`src/rtl/conv1d_pkg.sv`:
```
// Shared constants for the conv1d CFU: command codes, lane widths and the
// drain STATUS word layout.
package conv1d_pkg;

    localparam int BYTE_SIZE  = 8;
    localparam int INT32_SIZE = 32;
    localparam int CMD_W      = 7;
    localparam int LANES      = INT32_SIZE / BYTE_SIZE;

    // Codes 0-15 belong to the existing conv1d ops.
    localparam logic [CMD_W-1:0] CMD_DRAIN_POP    = 7'd16;
    localparam logic [CMD_W-1:0] CMD_DRAIN_STATUS = 7'd17;
    localparam logic [CMD_W-1:0] CMD_DRAIN_FLUSH  = 7'd18;
    localparam logic [CMD_W-1:0] CMD_DRAIN_CLEAR  = 7'd19;

    localparam int STAT_COUNT_LSB     = 0;
    localparam int STAT_COUNT_W       = 5;
    localparam int STAT_LANE_LSB      = 8;
    localparam int STAT_EMPTY_BIT     = 12;
    localparam int STAT_FULL_BIT      = 13;
    localparam int STAT_UNDERFLOW_BIT = 14;
    localparam int STAT_OVERFLOW_BIT  = 15;

    function automatic logic [INT32_SIZE-1:0] pack_status(
        input logic                    overflow,
        input logic                    underflow,
        input logic                    full,
        input logic                    empty,
        input logic [1:0]              lane,
        input logic [STAT_COUNT_W-1:0] count
    );
        logic [INT32_SIZE-1:0] s;
        s = '0;
        s[STAT_OVERFLOW_BIT]                   = overflow;
        s[STAT_UNDERFLOW_BIT]                  = underflow;
        s[STAT_FULL_BIT]                       = full;
        s[STAT_EMPTY_BIT]                      = empty;
        s[STAT_LANE_LSB +: 2]                  = lane;
        s[STAT_COUNT_LSB +: STAT_COUNT_W]      = count;
        return s;
    endfunction

endpackage

```
`src/rtl/conv1d_result_drain_if.sv`:
```
// CFU command bus plus the quant-stage result handshake seen by the drain.
interface conv1d_result_drain_if;
    import conv1d_pkg::*;

    logic                  en;
    logic [CMD_W-1:0]      cmd;
    logic [INT32_SIZE-1:0] inp0;
    logic [INT32_SIZE-1:0] inp1;
    logic [INT32_SIZE-1:0] ret;
    logic                  res_valid;
    logic [INT32_SIZE-1:0] res_data;
    logic                  res_ready;
    logic                  words_avail;

    modport master (
        output en, cmd, inp0, inp1, res_valid, res_data,
        input  ret, res_ready, words_avail
    );

    modport slave (
        input  en, cmd, inp0, inp1, res_valid, res_data,
        output ret, res_ready, words_avail
    );

endinterface

```
`src/rtl/sync_word_fifo.sv`:
```
// Single-clock circular word FIFO. Read data is the head entry; the consumer
// registers it, so the array maps onto distributed RAM with one write port.
module sync_word_fifo #(
    parameter int WIDTH = 32,
    parameter int DEPTH = 16,
    parameter int PTR_W = 4
) (
    input  logic             clk,
    input  logic             rst_n,
    input  logic             clr,
    input  logic             push,
    input  logic [WIDTH-1:0] wr_data,
    input  logic             pop,
    output logic [WIDTH-1:0] rd_data,
    output logic             full,
    output logic             empty,
    output logic [PTR_W:0]   count
);

    localparam logic [PTR_W:0] FULL_COUNT = (PTR_W + 1)'(DEPTH);

    logic [WIDTH-1:0] mem [DEPTH];
    logic [PTR_W-1:0] wr_ptr_q, wr_ptr_d;
    logic [PTR_W-1:0] rd_ptr_q, rd_ptr_d;
    logic [PTR_W:0]   count_q, count_d;
    logic             do_push, do_pop;

    assign full    = (count_q == FULL_COUNT);
    assign empty   = (count_q == '0);
    assign count   = count_q;
    assign rd_data = mem[rd_ptr_q];

    // Fullness is judged on the pre-pop count, so a full FIFO refuses a push
    // even when a pop happens on the same edge.
    assign do_push = push && !full && !clr;
    assign do_pop  = pop && !empty && !clr;

    always_comb begin
        wr_ptr_d = wr_ptr_q;
        rd_ptr_d = rd_ptr_q;
        count_d  = count_q;
        if (clr) begin
            wr_ptr_d = '0;
            rd_ptr_d = '0;
            count_d  = '0;
        end else begin
            if (do_push) begin
                wr_ptr_d = wr_ptr_q + 1'b1;
            end
            if (do_pop) begin
                rd_ptr_d = rd_ptr_q + 1'b1;
            end
            case ({do_push, do_pop})
                2'b10:   count_d = count_q + 1'b1;
                2'b01:   count_d = count_q - 1'b1;
                default: count_d = count_q;
            endcase
        end
    end

    always_ff @(posedge clk or negedge rst_n) begin
        if (!rst_n) begin
            wr_ptr_q <= '0;
            rd_ptr_q <= '0;
            count_q  <= '0;
        end else begin
            wr_ptr_q <= wr_ptr_d;
            rd_ptr_q <= rd_ptr_d;
            count_q  <= count_d;
        end
    end

    always_ff @(posedge clk) begin
        if (do_push) begin
            mem[wr_ptr_q] <= wr_data;
        end
    end

endmodule

```
`src/rtl/conv1d_result_drain.sv`:
```
// Packs int8 quant results four per word (lane 0 in the low byte), queues the
// words and lets the CPU pop, inspect, flush or clear them via CFU commands.
module conv1d_result_drain
    import conv1d_pkg::*;
#(
    parameter int FIFO_DEPTH = 16,
    parameter int PTR_W      = 4
) (
    input  logic                   clk,
    input  logic                   rst_n,
    conv1d_result_drain_if.slave   bus
);

    logic [INT32_SIZE-1:0]   pack_q, pack_d;
    logic [1:0]              lane_q, lane_d;
    logic [INT32_SIZE-1:0]   ret_q, ret_d;
    logic                    underflow_q, underflow_d;
    logic                    overflow_q, overflow_d;

    logic [INT32_SIZE-1:0]   merged;
    logic [INT32_SIZE-1:0]   rd_data;
    logic [BYTE_SIZE-1:0]    in_byte;
    logic [PTR_W:0]          count;
    logic [STAT_COUNT_W-1:0] count_field;
    logic                    full, empty;
    logic                    accept, push, pop, fifo_clr;
    logic                    cmd_pop, cmd_status, cmd_flush, cmd_clear;
    logic                    unused_bits;

    assign unused_bits = ^{bus.inp0, bus.inp1[INT32_SIZE-1:1],
                           bus.res_data[INT32_SIZE-1:BYTE_SIZE]};

    assign in_byte         = bus.res_data[BYTE_SIZE-1:0];
    assign accept          = bus.res_valid && !full;
    assign bus.res_ready   = !full;
    assign bus.words_avail = !empty;
    assign bus.ret         = ret_q;

    assign cmd_pop    = bus.en && (bus.cmd == CMD_DRAIN_POP);
    assign cmd_status = bus.en && (bus.cmd == CMD_DRAIN_STATUS);
    assign cmd_flush  = bus.en && (bus.cmd == CMD_DRAIN_FLUSH);
    assign cmd_clear  = bus.en && (bus.cmd == CMD_DRAIN_CLEAR);

    // Pack register with the incoming byte already merged into its lane; this
    // is both the next partial word and the word pushed on completion/flush.
    for (genvar gi = 0; gi < LANES; gi++) begin : g_lane
        assign merged[gi*BYTE_SIZE +: BYTE_SIZE] =
            (accept && (lane_q == 2'(gi))) ? in_byte
                                            : pack_q[gi*BYTE_SIZE +: BYTE_SIZE];
    end

    if (PTR_W + 1 >= STAT_COUNT_W) begin : g_cnt_trunc
        assign count_field = count[STAT_COUNT_W-1:0];
    end else begin : g_cnt_ext
        assign count_field = {{(STAT_COUNT_W - PTR_W - 1){1'b0}}, count};
    end

    always_comb begin
        pack_d      = pack_q;
        lane_d      = lane_q;
        ret_d       = ret_q;
        underflow_d = underflow_q;
        overflow_d  = overflow_q;
        push        = 1'b0;
        pop         = 1'b0;
        fifo_clr    = 1'b0;

        if (accept) begin
            if (lane_q == 2'd3) begin
                push   = 1'b1;
                pack_d = '0;
                lane_d = 2'd0;
            end else begin
                pack_d = merged;
                lane_d = lane_q + 1'b1;
            end
        end

        // Flush sees the lane after any same-edge accept: a completing byte
        // leaves nothing to flush, an earlier byte rides along in merged.
        if (cmd_flush) begin
            ret_d = '0;
            ret_d[PTR_W:0] = count;
            if (lane_d != 2'd0) begin
                if (full) begin
                    overflow_d = 1'b1;
                end else begin
                    push = 1'b1;
                end
                pack_d = '0;
                lane_d = 2'd0;
            end
        end

        if (cmd_pop) begin
            if (!empty) begin
                ret_d = rd_data;
                pop   = 1'b1;
            end else begin
                ret_d       = '0;
                underflow_d = 1'b1;
            end
        end

        if (cmd_status) begin
            ret_d = pack_status(overflow_q, underflow_q, full, empty,
                                lane_q, count_field);
        end

        if (cmd_clear) begin
            ret_d = '0;
            if (bus.inp1[0]) begin
                fifo_clr    = 1'b1;
                push        = 1'b0;
                pop         = 1'b0;
                pack_d      = '0;
                lane_d      = 2'd0;
                underflow_d = 1'b0;
                overflow_d  = 1'b0;
            end
        end
    end

    always_ff @(posedge clk or negedge rst_n) begin
        if (!rst_n) begin
            pack_q      <= '0;
            lane_q      <= 2'd0;
            ret_q       <= '0;
            underflow_q <= 1'b0;
            overflow_q  <= 1'b0;
        end else begin
            pack_q      <= pack_d;
            lane_q      <= lane_d;
            ret_q       <= ret_d;
            underflow_q <= underflow_d;
            overflow_q  <= overflow_d;
        end
    end

    sync_word_fifo #(
        .WIDTH (INT32_SIZE),
        .DEPTH (FIFO_DEPTH),
        .PTR_W (PTR_W)
    ) u_fifo (
        .clk     (clk),
        .rst_n   (rst_n),
        .clr     (fifo_clr),
        .push    (push),
        .wr_data (merged),
        .pop     (pop),
        .rd_data (rd_data),
        .full    (full),
        .empty   (empty),
        .count   (count)
    );

endmodule

```
`src/flat_wrapper.sv`:
```
// flat-port wrapper written by rule: the top's interface ports become plain ports
module conv1d_result_drain_flat import conv1d_pkg::*;
#(
    parameter int FIFO_DEPTH = 16,
    parameter int PTR_W      = 4
)
  (clk, rst_n, bus_en, bus_cmd, bus_inp0, bus_inp1, bus_res_valid, bus_res_data, bus_ret, bus_res_ready, bus_words_avail);
  conv1d_result_drain_if bus_i ();
  input  logic clk;
  input  logic rst_n;
  input wire logic [$bits(bus_i.en)-1:0] bus_en;
  input wire logic [$bits(bus_i.cmd)-1:0] bus_cmd;
  input wire logic [$bits(bus_i.inp0)-1:0] bus_inp0;
  input wire logic [$bits(bus_i.inp1)-1:0] bus_inp1;
  input wire logic [$bits(bus_i.res_valid)-1:0] bus_res_valid;
  input wire logic [$bits(bus_i.res_data)-1:0] bus_res_data;
  output wire logic [$bits(bus_i.ret)-1:0] bus_ret;
  output wire logic [$bits(bus_i.res_ready)-1:0] bus_res_ready;
  output wire logic [$bits(bus_i.words_avail)-1:0] bus_words_avail;
  assign bus_i.en = bus_en;
  assign bus_i.cmd = bus_cmd;
  assign bus_i.inp0 = bus_inp0;
  assign bus_i.inp1 = bus_inp1;
  assign bus_i.res_valid = bus_res_valid;
  assign bus_i.res_data = bus_res_data;
  assign bus_ret = bus_i.ret;
  assign bus_res_ready = bus_i.res_ready;
  assign bus_words_avail = bus_i.words_avail;
  conv1d_result_drain #(.FIFO_DEPTH(FIFO_DEPTH), .PTR_W(PTR_W)) u_core (.clk(clk), .rst_n(rst_n), .bus(bus_i));
endmodule
```
`config.mk`:
```
export PLATFORM = sky130hd
export DESIGN_NAME = conv1d_result_drain_flat
export DESIGN_NICKNAME = d
export VERILOG_FILES = /design/src/rtl/conv1d_pkg.sv /design/src/rtl/conv1d_result_drain_if.sv /design/src/rtl/sync_word_fifo.sv /design/src/rtl/conv1d_result_drain.sv /design/src/flat_wrapper.sv
export SDC_FILE = /design/constraint.sdc
export NUM_CORES = 1
export LEC_CHECK = 0
export ABC_AREA = 1
export ABC_CLOCK_PERIOD_IN_PS = 5150
export CORE_ASPECT_RATIO = 0.9
export CORE_UTILIZATION = 60
export CTS_BUF_LIST = sky130_fd_sc_hd__clkbuf_4 sky130_fd_sc_hd__clkbuf_8
export DETAILED_ROUTE_END_ITERATION = 6
export HOLD_SLACK_MARGIN = 0.03
export PLACE_DENSITY = 0.8
export SLEW_MARGIN = 10
export SYNTH_ARGS = -nofsm -noshare
export SYNTH_HDL_FRONTEND = slang
export SYNTH_SLANG_ARGS = --single-unit
```
`constraint.sdc`:
```
create_clock -name clk -period 5.15 [get_ports clk]
set_input_delay 1.03 -clock clk [delete_from_list [all_inputs] [get_ports clk]]
set_output_delay 1.03 -clock clk [all_outputs]
set_load 0.02 [all_outputs]
```
# Yosys cells after proc, flatten, opt, wreduce, memory -nomap -nowiden
# Memories as Yosys holds them, arrays and structs flattened.
# Cells that the tools add are included.
# op_classes
add_sub_neg	5
n_reduce_logical	23
n_mux	51
eq_ne	10
# op_table
cell	n
2-to-1 mux 32 bit	11
2-to-1 mux 8 bit	4
equality test 7 x 5 -> 1 bit, second input constant	4
2-to-1 mux 1 bit	24
2-to-1 mux 4 bit	4
logical AND 1 bit	13
2-to-1 mux 2 bit	6
one-hot mux 5 bit (2 select lines)	1
adder 4 x 1 -> 4 bit, second input constant	2
equality test 2 bit, second input constant	3
nonzero test 2 bit	3
adder 5 x 1 -> 5 bit, second input constant	1
equality test 5 bit, second input constant	1
logical NOT 5 bit	1
2-to-1 mux 5 bit	1
subtractor 5 x 1 -> 5 bit, second input constant	1
equality test 2 x 1 -> 1 bit, second input constant	2
nonzero test 4 bit	1
logical NOT 1 bit	3
nonzero test 3 bit	1
adder 2 x 1 -> 2 bit, second input constant	1
logical NOT 2 bit	1
# totals
reg_bits	81
ram_bits	512
n_memories	1
input_bits	107
# mem_list
memory	words	word_bits	read_ports	rd_ports_with_merged_regs	write_ports	line	source
u_core.u_fifo.mem	16	32	1	0	1	sync_word_fifo.sv:22	logic [WIDTH-1:0] mem [DEPTH];

# Depth between registers and ports, before layout
# Gate-level depths: netlist of run 1.
# logic_depth
depth_word	14
ltp_mapped	18
mapped_depth_nobuf	16

# Hierarchy
# From an unflattened synthesis of run 1, not the netlist that was laid out.
# hier_totals
hier_cells	2055
hier_area_um2	24345.8
# by_module_without_submodules
module	n_inst	area_per_inst_um2	cells_each
sync_word_fifo	1	20776.2	1605
conv1d_result_drain	1	3569.7	450

# Worst setup path after synthesis of run 1
# No wires, ideal clock.
# synth_path
path_kind	input to register
from	input port bus_cmd[2]
to	memory u_core.u_fifo.mem[10][0], enable pin
path_buffers	1
required_time_ns	4.689
cell_stages	8
slack_ns	0.516
setup_time_ns	0.461
arrival_ns	4.173
path_cell_list	nor2_1 > nand4_2 > nor3_2 > nand2_2 > nand2_2 > nand2_2 > buf_4 > nor3_1
# synth_via
elab_chain_len	9
# synth_rtl
item	line	source
start: declaration	flat_wrapper.sv:12	input wire logic [$bits(bus_i.cmd)-1:0] bus_cmd;
equality test 7 x 5 -> 1 bit	conv1d_result_drain.sv:41	assign cmd_flush = bus.en && (bus.cmd == CMD_DRAIN_FLUSH);
logical AND 1 bit	conv1d_result_drain.sv:41	
2-to-1 mux 1 bit	conv1d_result_drain.sv:81	if (cmd_flush) begin
2-to-1 mux 1 bit	conv1d_result_drain.sv:112	if (bus.inp1[0]) begin
2-to-1 mux 1 bit	conv1d_result_drain.sv:110	if (cmd_clear) begin
logical AND 1 bit	sync_word_fifo.sv:35	assign do_push = push && !full && !clr;
logical AND 1 bit *	sync_word_fifo.sv:35	
2-to-1 mux 1 bit *	sync_word_fifo.sv:74	if (do_push) begin
2-to-1 mux 1 bit (not written as such) *	sync_word_fifo.sv:75	mem[wr_ptr_q] <= wr_data;
end: declaration	sync_word_fifo.sv:22	
# Mark *: on every way between the ends. The rest lies on a longest branch, timed or not.

# Final worst setup path of run 1
# layout_path
from	input port bus_cmd[2]
to	register u_core.u_fifo.count_q[4] (netlist: u_core.u_fifo.count[4])
# layout_via
elab_chain_len	10
# layout_rtl
item	line	source
equality test 7 x 5 -> 1 bit, on equally long branches	conv1d_result_drain.sv:39, conv1d_result_drain.sv:41	
logical AND 1 bit, on equally long branches	conv1d_result_drain.sv:39, conv1d_result_drain.sv:41	
2-to-1 mux 1 bit, on equally long branches	conv1d_result_drain.sv:95, conv1d_result_drain.sv:81	
2-to-1 mux 1 bit	conv1d_result_drain.sv:112	
2-to-1 mux 1 bit	conv1d_result_drain.sv:110	
logical AND 1 bit, on equally long branches (2 in series)	sync_word_fifo.sv:36, sync_word_fifo.sv:35	
equality test 2 x 1 -> 1 bit / equality test 2 bit (equally long branches)	sync_word_fifo.sv:53	case ({do_push, do_pop})
one-hot mux 5 bit (2 select lines)	sync_word_fifo.sv:53	
2-to-1 mux 5 bit	sync_word_fifo.sv:42	if (clr) begin
end signal: assignment	sync_word_fifo.sv:69	count_q <= count_d;
end: declaration	sync_word_fifo.sv:25	logic [PTR_W:0] count_q, count_d;
# Several ways; a longest one is shown, not always the timed one.
# A chain may end at the register's enable or synchronous reset.

==> results of run 1 <==
metal layers:
metal	GRT usage	vias up	wire length (um)
li1	-	7543	-
met1	0.4017	8085	23520
met2	0.4515	981	27510
met3	0.06620	141	7047
met4	0.1056	0	1721
met5	0	-	0
worst paths after layout:
kind	slack (ns)	to	cells after the start
setup / recovery	1.41	u_core.u_fifo.count[4]	14
hold / removal	0.40	u_core.bus.ret[26]	1
setup reg to reg	1.64	u_core.u_fifo.count[4]	13
hold reg to reg	0.47	u_core.bus.ret[19]	2
max in group asynchronous	3.70	u_core.bus.ret[19]	2
min in group clk	0.47	u_core.bus.ret[19]	2
cell type report:
type | instances | area (um2) | area share
flip-flops and latches | 593 | 17410 | 0.6361
well taps | 532 | 665.6 | 0.02432
inverters | 120 | 460.4 | 0.01682
clock buffers | 139 | 1663 | 0.06075
clock inverters | 27 | 177.7 | 0.006491
repair buffers | 90 | 843.3 | 0.03081
multi-input cells | 1282 | 6150 | 0.2247
metrics by stage:
stage	instances	util	power (mW)	setup slack, ns	instance area (um2)
after floorplan	2122	-	8.227	0.5161	24520
after global placement	2617	0.6401	8.980	0.9180	25530
after detailed placement	2617	0.6401	9.146	0.7851	25530
after CTS	2783	0.6862	13.02	1.474	27370
after global routing	2783	0.6862	13.57	1.216	27370
final	2783	0.6862	13.03	1.409	27370
flip-flops by register name, summed over array words and instances (netlist names):
register                flops
u_core.u_fifo.count         5
u_core.pack_q              32
u_core.u_fifo.rd_ptr_q      4
u_core.bus.ret             32
u_core.overflow_q           1
u_core.lane_q               2
u_core.u_fifo.mem         512
u_core.u_fifo.wr_ptr_q      4
u_core.underflow_q          1
logic make-up (layout without fill, tap and decap cells):
logic type	count (synthesis)	in the layout	share of synthesized area
simple gates	873	873	0.1451
flops	593	593	0.7096
compound gates	389	389	0.09260
buf+inv	247	376	0.04316
fa+ha+maj	14	14	0.007449
xor+xnor	6	6	0.002143
layout by cell type, fill, tap and decap left out, drive strengths merged, types with 4 or more instances in the layout:
master,instances
nand3,128
edfxtp,512
clkinv,23
buf,38
nor3,21
xor2,4
dfrtp,81
nand2,367
o221ai,39
ha,13
clkdlybuf4s50,52
clkbuf,139
a21oi,10
nor2,351
nand4,4
o22ai,8
inv,121
o211ai,54
o21ai,277
cells in the mapped netlist, types with 8 or more instances:
cell and count:
a21oi_1 10, buf_1 9, buf_2 32, buf_4 9
clkbuf_1 69, dfrtp_1 81, edfxtp_1 512, ha_1 13
inv_1 117, nand2_1 359, nand3_1 127, nor2_1 348
nor3_1 20, o211ai_1 54, o21ai_0 246, o21ai_1 23
o21ai_2 8, o221ai_1 39, o22ai_1 8
power breakdown:
group	switching, mW	internal, mW	leakage, nW
combinational	2.12	0.752	3.52
sequential	0.188	6.05	5.76
clock	1.76	2.16	0.980
critical path: cells and delay by family:
family,cells,cell delay (ns)
buf+inv,3,1.03
simple gates,6,0.90
fa+ha+maj,2,0.79
compound gates,2,0.32
xor+xnor,1,0.17
==> metrics.txt, run 1 <==
Clock Tree Buf Depth 3; DP HPWL 30940 um; # clock sinks 593; routed len/inst 21.49 um; syn_area_per_cell 11.56 um2; post-route clock period utilization 0.7265; Critical Path, Cell by Cell clkdlybuf4s50_1 > nor2_1 > nand4_2 > buf_4 > nor3_2 > nand2_2 > nand2_2 > nand2_2 > ha_1 > inv_1 > fa_1 > o21ai_0 > xor2_1 > a21oi_1; post-synth top area share 0.6269; antenna violations before repair 1; largest net degree at the start of global routing 234; Synth async-reset ratio 0.1366; share of layout cells above drive strength 1 0.1035; DRC errors left 0; Max FO, Critical Path 35; setup repair bufs after CTS 0; Post-CTS Resized 0; measured slew at the worst slew-check pin 1.240 ns; Critical Path RT 5.68 ns; first-pass GRT wire length 91960 um; Reg clk slew, reported paths 0.06 ns; First DRT Iteration DRCs 2270; Final min period 3.741 ns; CP max-delay cell clkdlybuf4s50_1; Area Overhead vs Synth 11.60%; worst clock skew 0.02705 ns; register bit total from synthesis 593; TritonCTS Buffers 91; starting density of the core 0.6149; Die X 215.1 um; Hold WS 0.4006 ns; top cells by area, synth edfxtp_1, dfrtp_1, nand2_1; Cell Rows 69; status completed; Worst-Skew Late Latency 0.65 ns; Cells after Synth 2122; Worst setup SP type input pin; Slew headroom 0.1716; ys flop type edfxtp_1; gr ovfl total 0; number of flops mapped to enable cells by yosys 512; RePlAce Congestion 0.8523; Max-Cap Viols 0; root buf cell clkbuf_8; Vias 16750; crit-path most repeated cell nand2_2; CTS tree yes; endpoints failing hold 0; # hold bufs at CTS 0; RSZ-0062 raised after global routing false; Vias/cell 6.019; die area 41690 um2; Synthesized Nets 2243; core area 39890 um2; CP max stage delay 0.49 ns; H-tree depth 3; worst reg2reg path startpoint u_core.u_fifo.count[1]; Final setup violation count 0; Post-Route WL 59800 um; DR pass1 iterations 5; CP Launch Point bus_cmd[2]; Total GRT Usage 0.2891; diode count 0; worst hold path type in2async; register area share after synthesis 0.7096; FMAX 267.3 MHz; port bufs 53; IO Pins 141; filler instances 2725; Netlist Area Pre-Place 24520 um2; cell taking the most area after synthesis edfxtp_1; maximum VDD drop 0.3196 mV; vias in the first global route 16610; Synth Warn # 0; Yosys cell types 38; WP data arrival 4.27 ns; die height 193.8 um; TNS Setup 0 ns; fin. max-slew vios 0; Final Net Count 2299; Pwr Density 476.2 nW/um2; Crit Path Category in2reg; antenna viol nets, final 0; kind of end point of the critical path register; leakage 10.25 nW
Note: power is estimated with default switching activity, not from simulation.
==> run 2, diff against run 1 <==
--- a/config.mk
+++ b/config.mk
@@ -6,7 +6,7 @@
 export NUM_CORES = 1
 export LEC_CHECK = 0
 export ABC_AREA = 1
-export ABC_CLOCK_PERIOD_IN_PS = 5150
+export ABC_CLOCK_PERIOD_IN_PS = 3700
 export CORE_ASPECT_RATIO = 0.9
 export CORE_UTILIZATION = 60
 export CTS_BUF_LIST = sky130_fd_sc_hd__clkbuf_4 sky130_fd_sc_hd__clkbuf_8
==> constraint.sdc (replaced) <==
create_clock -name clk -period 3.7 [get_ports clk]
set_input_delay 0.74 -clock clk [delete_from_list [all_inputs] [get_ports clk]]
set_output_delay 0.74 -clock clk [all_outputs]
set_load 0.02 [all_outputs]
==> metrics.txt, run 2 (synthesized netlist as in run 1, its figures left out) <==
Max FO, Critical Path 5 (was 35); IO Pins 141 (unchanged); kind of end point of the critical path output port (was register); measured slew at the worst slew-check pin 1.377 ns (was 1.240 ns); Final min period 3.043 ns; Slew headroom 0.08199 (was 0.1716); filler instances 2660 (was 2725); CTS tree yes (unchanged); root buf cell clkbuf_8 (unchanged); # clock sinks 593 (unchanged); total power 18.31 mW (was 13.03 mW); Final setup violation count 0 (unchanged); largest net degree at the start of global routing 273 (was 234); Critical Path RT 2.96 ns (was 5.68 ns); status completed (unchanged); worst reg2reg path startpoint u_core.lane_q[1] (was u_core.u_fifo.count[1]); Vias 16910 (was 16750); Critical Path Sink bus_words_avail (was u_core.u_fifo.count[4]); fin cells 2798 (was 2783); Post-Route WL 60610 um (was 59800 um); WP data arrival 2.30 ns (was 4.27 ns); cells on worst reg2reg path 15 (was 13); CP max stage delay 0.56 ns (was 0.49 ns); First DRT Iteration DRCs 2147 (was 2270); worst clock skew 0.03508 ns (was 0.02705 ns); fin worst setup slack 0.6570 ns (was 1.409 ns); antenna viol nets, final 0 (unchanged); diode count 0 (unchanged); share of layout cells above drive strength 1 0.1108 (was 0.1035); starting density of the core 0.6149 (unchanged); Reg clk slew, reported paths 0.06 ns (about the same); post-route clock period utilization 0.8224; Die X 215.1 um (unchanged); CP Buf/Inv Count 2 (was 3); die area 41690 um2 (unchanged); Max-Cap Viols 0 (unchanged); core area 39890 um2 (unchanged); critical path's top delay family buffers and inverters (unchanged); vias in the first global route 16960 (was 16610); Area Overhead vs Synth 12.90% (was 11.60%); die height 193.8 um (unchanged); Hold WS 0.3052 ns (was 0.4006 ns); routed len/inst 21.66 um (was 21.49 um); H-tree depth 3 (unchanged); Post-CTS Resized 0 (unchanged); FMAX 328.6 MHz; CP Launch Point u_core.u_fifo.count[1] (was bus_cmd[2]); Largest register FFs 512 (unchanged); gr ovfl total 0 (unchanged); DRC errors left 0 (unchanged); fin. max-slew vios 0 (unchanged); Final Net Count 2315 (was 2299); setup repair bufs after CTS 0 (unchanged); endpoints failing hold 0 (unchanged); Clock Tree Buf Depth 3 (unchanged); DR pass1 iterations 6 (was 5); Vias/cell 6.044 (was 6.019); WP depth 5 (was 14); reg2reg setup slack 0.80 ns (was 1.64 ns); r2r endpoint u_core.u_fifo.count[4] (unchanged); worst hold path type in2async (unchanged); Critical Path, Cell by Cell nor2_2 > nand2_1 > nor2_1 > inv_1 > clkdlybuf4s50_1 (was clkdlybuf4s50_1 > nor2_1 > nand4_2 > buf_4 > nor3_2 > nand2_2 > nand2_2 > nand2_2 > ha_1 > inv_1 > fa_1 > o21ai_0 > xor2_1 > a21oi_1); dpl ws 0.2548 ns (was 0.7851 ns); first-pass GRT wire length 93670 um (was 91960 um); Pwr Density 661.4 nW/um2 (was 476.2 nW/um2); most frequent cells in the layout edfxtp_1, nand2_1, nor2_1 (unchanged); CP max-delay cell clkdlybuf4s50_1 (unchanged); port bufs 53 (unchanged); # hold bufs at CTS 0 (unchanged); fin util 0.6942 (was 0.6862); RSZ-0062 raised after global routing false (unchanged); Worst-Skew Late Latency 0.65 ns (about the same); TritonCTS Buffers 91 (unchanged); leakage 10.42 nW (was 10.25 nW); maximum VDD drop 0.7254 mV (was 0.3196 mV); Cell Rows 69 (unchanged); Placed Instances 2633 (was 2617); antenna violations before repair 0 (was 1); RePlAce Congestion 0.8138 (was 0.8523); Worst setup SP type register (was input pin); Crit Path Category reg2out (was in2reg); DP HPWL 31860 um (was 30940 um); most common cell after layout, fill and taps aside edfxtp_1 (unchanged); Total GRT Usage 0.2960 (was 0.2891); Biggest register u_core.u_fifo.mem (unchanged)
==> run 2: cell count changes in the layout (fill, tap and decap cells not counted), sizes merged <==
cell | before | now
clkbuf | 139 | 138
clkinvlp | 1 | 0
buf | 38 | 54
inv | 121 | 120
clkinv | 23 | 25
==> run 2: power breakdown <==
part,switching (mW),leakage (nW),internal [mW]
clock,2.43,0.998,3.04
combinational,3.11,3.67,1.10
sequential,0.212,5.76,8.43
==> run 2: worst min-delay path by stage <==
stage	startpoint	endpoint	slack, ns
finish	rst_n	u_core.bus.ret[27]	0.31
global route	rst_n	u_core.bus.ret[30]	0.38
CTS	rst_n	u_core.bus.ret[27]	0.33
detailed placement	u_core.bus.ret[0]	u_core.bus.ret[0]	0.46
global placement	u_core.bus.ret[11]	u_core.bus.ret[11]	0.46
floorplan	rst_n	u_core.bus.ret[0]	0.44
==> run 2: area by class of cell <==
class | instances | area [um2] | area share
clock buffer | 138 | 1687 | 0.06092
clock inverter | 27 | 171.4 | 0.006191
inverter | 120 | 459.2 | 0.01658
multi-input combinational | 1282 | 6193 | 0.2237
sequential | 593 | 17410 | 0.6288
tap | 532 | 665.6 | 0.02404
timing repair buffer | 106 | 1101 | 0.03977
==> run 2: through the flow <==
step / setup TNS [ns] / area [um2]
after floorplan: -185.43 / 24560
after detailed placement: 0 / 25830
after CTS: 0 / 27690
after global placement: 0 / 25830
final: 0 / 27690
after global routing: 0 / 27690
==> run 2: routing by layer <==
metal	GRT usage	vias to the layer above	wire, um
met2	0.4703	1041	28700
met5	0	-	0
met3	0.06714	174	6927
li1	-	7584	-
met4	0.1224	0	2036
met1	0.3983	8111	22940
==> run 3, diff against run 2 <==
--- a/config.mk
+++ b/config.mk
@@ -6,13 +6,13 @@
 export NUM_CORES = 1
 export LEC_CHECK = 0
 export ABC_AREA = 1
-export ABC_CLOCK_PERIOD_IN_PS = 3700
+export ABC_CLOCK_PERIOD_IN_PS = 2600
 export CORE_ASPECT_RATIO = 0.9
-export CORE_UTILIZATION = 60
+export CORE_UTILIZATION = 56
 export CTS_BUF_LIST = sky130_fd_sc_hd__clkbuf_4 sky130_fd_sc_hd__clkbuf_8
 export DETAILED_ROUTE_END_ITERATION = 6
 export HOLD_SLACK_MARGIN = 0.03
-export PLACE_DENSITY = 0.8
+export PLACE_DENSITY = 0.79
 export SLEW_MARGIN = 10
 export SYNTH_ARGS = -nofsm -noshare
 export SYNTH_HDL_FRONTEND = slang
==> constraint.sdc (replaced) <==
create_clock -name clk -period 2.6 [get_ports clk]
set_input_delay 0.52 -clock clk [delete_from_list [all_inputs] [get_ports clk]]
set_output_delay 0.52 -clock clk [all_outputs]
set_load 0.02 [all_outputs]
==> metrics.txt, run 3 (synthesized netlist as in run 1, its figures left out) <==
fin. max-slew vios 0 (unchanged); diode count 0 (unchanged); Vias 17110 (was 16910); Final Net Count 2384 (was 2315); FMAX 403.6 MHz; starting density of the core 0.5695 (was 0.6149); Area Overhead vs Synth 16.77% (was 12.90%); Hold WS 0.4467 ns (was 0.3052 ns); Final setup violation count 0 (unchanged); reg2reg setup slack 0.15 ns (was 0.80 ns); Die X 222.6 um (was 215.1 um); gr ovfl total 0 (unchanged); IO Pins 141 (unchanged); busiest grt layer met2 (unchanged); WP data arrival 1.96 ns (was 2.30 ns); DRC errors left 0 (unchanged); leakage 10.92 nW (was 10.42 nW); RePlAce Congestion 0.8292 (was 0.8138); Final min period 2.478 ns; First DRT Iteration DRCs 2431 (was 2147); cells on worst reg2reg path 15 (unchanged); fin util 0.6650 (was 0.6942); die area 44640 um2 (was 41690 um2); maximum VDD drop 0.5848 mV (was 0.7254 mV); met2 usage 0.4301 (was 0.4703); worst hold path type in2async (unchanged); met3 GRT Util 0.04713 (was 0.06714); Slew headroom 0.3662 (was 0.08199); # clock sinks 593 (unchanged); Critical Path RT 2.08 ns (was 2.96 ns); Clock Tree Buf Depth 3 (unchanged); DR pass1 iterations 6 (unchanged); CTS tree yes (unchanged); Vias/cell 5.914 (was 6.044); DP HPWL 35280 um (was 31860 um); worst reg2reg path startpoint u_core.lane_q[0] (was u_core.lane_q[1]); endpoints failing hold 0 (unchanged); status completed (unchanged); antenna violations before repair 0 (unchanged); Biggest register u_core.u_fifo.mem (unchanged); first-pass GRT wire length 93700 um (was 93670 um); post-route clock period utilization 0.9530; Largest register FFs 512 (unchanged); Reg clk slew, reported paths 0.06 ns (about the same); crit-path most repeated cell nor2_4; Critical Path, Cell by Cell nor2_4 > nand2_1 > nor2_4 > buf_4 > inv_1 > dlygate4sd2_1 (was nor2_2 > nand2_1 > nor2_1 > inv_1 > clkdlybuf4s50_1); Max FO, Critical Path 5 (unchanged); vias in the first global route 17090 (was 16960); Crit Path Category reg2out (unchanged); antenna viol nets, final 0 (unchanged); TritonCTS Buffers 93 (was 91); Worst-Skew Late Latency 0.63 ns (was 0.65 ns); worst clock skew 0.01550 ns (was 0.03508 ns); port bufs 53 (unchanged); Total GRT Usage 0.2720 (was 0.2960); GR met1 Demand/Resource 0.3832 (was 0.3983); measured slew at the worst slew-check pin 0.9507 ns (was 1.377 ns); CP max stage delay 0.45 ns (was 0.56 ns); most frequent cells in the layout edfxtp_1, nand2_1, nor2_1 (unchanged); core area 43060 um2 (was 39890 um2); largest net degree at the start of global routing 91 (was 273); routed len/inst 20.83 um (was 21.66 um); CP max-delay cell dfrtp_2 (was clkdlybuf4s50_1); Cell Rows 72 (was 69); RSZ-0062 raised after global routing false (unchanged); Worst setup SP type register (unchanged); root buf cell clkbuf_8 (unchanged); Max-Cap Viols 0 (unchanged); H-tree depth 3 (unchanged); r2r endpoint u_core.u_fifo.count[4] (unchanged); most common cell after layout, fill and taps aside edfxtp_1 (unchanged); share of layout cells above drive strength 1 0.1445 (was 0.1108); TNS Setup 0 ns (unchanged); Pwr Density 938.3 nW/um2 (was 661.4 nW/um2); die height 200.5 um (was 193.8 um); kind of end point of the critical path output port (unchanged); Post-Route WL 60290 um (was 60610 um)
run 3: critical path, delay by kind of cell, from the launching register on:
family | cells | cell delay, ns
flip-flops | 1 | 0.45
AND/OR/NAND/NOR | 3 | 0.39
buffers and inverters | 3 | 0.51
run 3: cell type report:
cell class              instances  area (um2)
clock buffers                 142        1735
clock inverters                29       151.4
fillers                      2930       14420
inverters                     120       459.2
multi-input cells            1282        6352
flip-flops and latches        593       17410
well taps                     555       694.4
repair buffers                173        1831
run 3: worst max path at each step:
stage	start	end	slack (ns)
final	u_core.u_fifo.count[0]	bus_words_avail	0.12
after floorplan	bus_cmd[2]	u_core.u_fifo.mem[10][0]	-0.03
after CTS	u_core.u_fifo.count[0]	bus_words_avail	0.02
after detailed placement	bus_cmd[2]	u_core.u_fifo.count[4]	-0.39
after global routing	u_core.u_fifo.count[2]	u_core.u_fifo.count[4]	0.006
after global placement	bus_cmd[2]	u_core.u_fifo.count[4]	-0.28
run 3: per-stage QoR:
| step | instances | cell area, um2 | total power, mW | worst slack (ns) |
|---|---|---|---|---|
| after detailed placement | 2722 | 26690 | 19.04 | -0.3880 |
| after global routing | 2894 | 28640 | 28.00 | 0.005874 |
| after global placement | 2722 | 26690 | 18.67 | -0.2783 |
| after CTS | 2894 | 28590 | 26.78 | 0.02264 |
| after floorplan | 2122 | 24780 | 16.47 | -0.03034 |
| final | 2894 | 28640 | 26.87 | 0.1221 |
run 3: timing repair:
| action | 4_1_cts | 5_1_grt |
|---|---|---|
| resized for setup | 2 | 11 |
| setup buffers | 0 | 0 |
| hold buffers | 1 | 0 |
| endpoints found under the setup margin | 1 | 27 |
| endpoints found under the hold margin | 30 | 0 |
| pin swaps | 0 | 0 |
run 3: where the power goes:
group | internal (mW) | switching (mW)
combinational | 2.01 | 4.71
clock | 4.35 | 3.47
sequential | 12.0 | 0.344
run 3: metal layers:
layer | routed length (um) | up-vias
met3 | 6108 | 126
met5 | 0 | -
li1 | - | 7723
met2 | 28660 | 989
met1 | 24040 | 8276
met4 | 1483 | 0
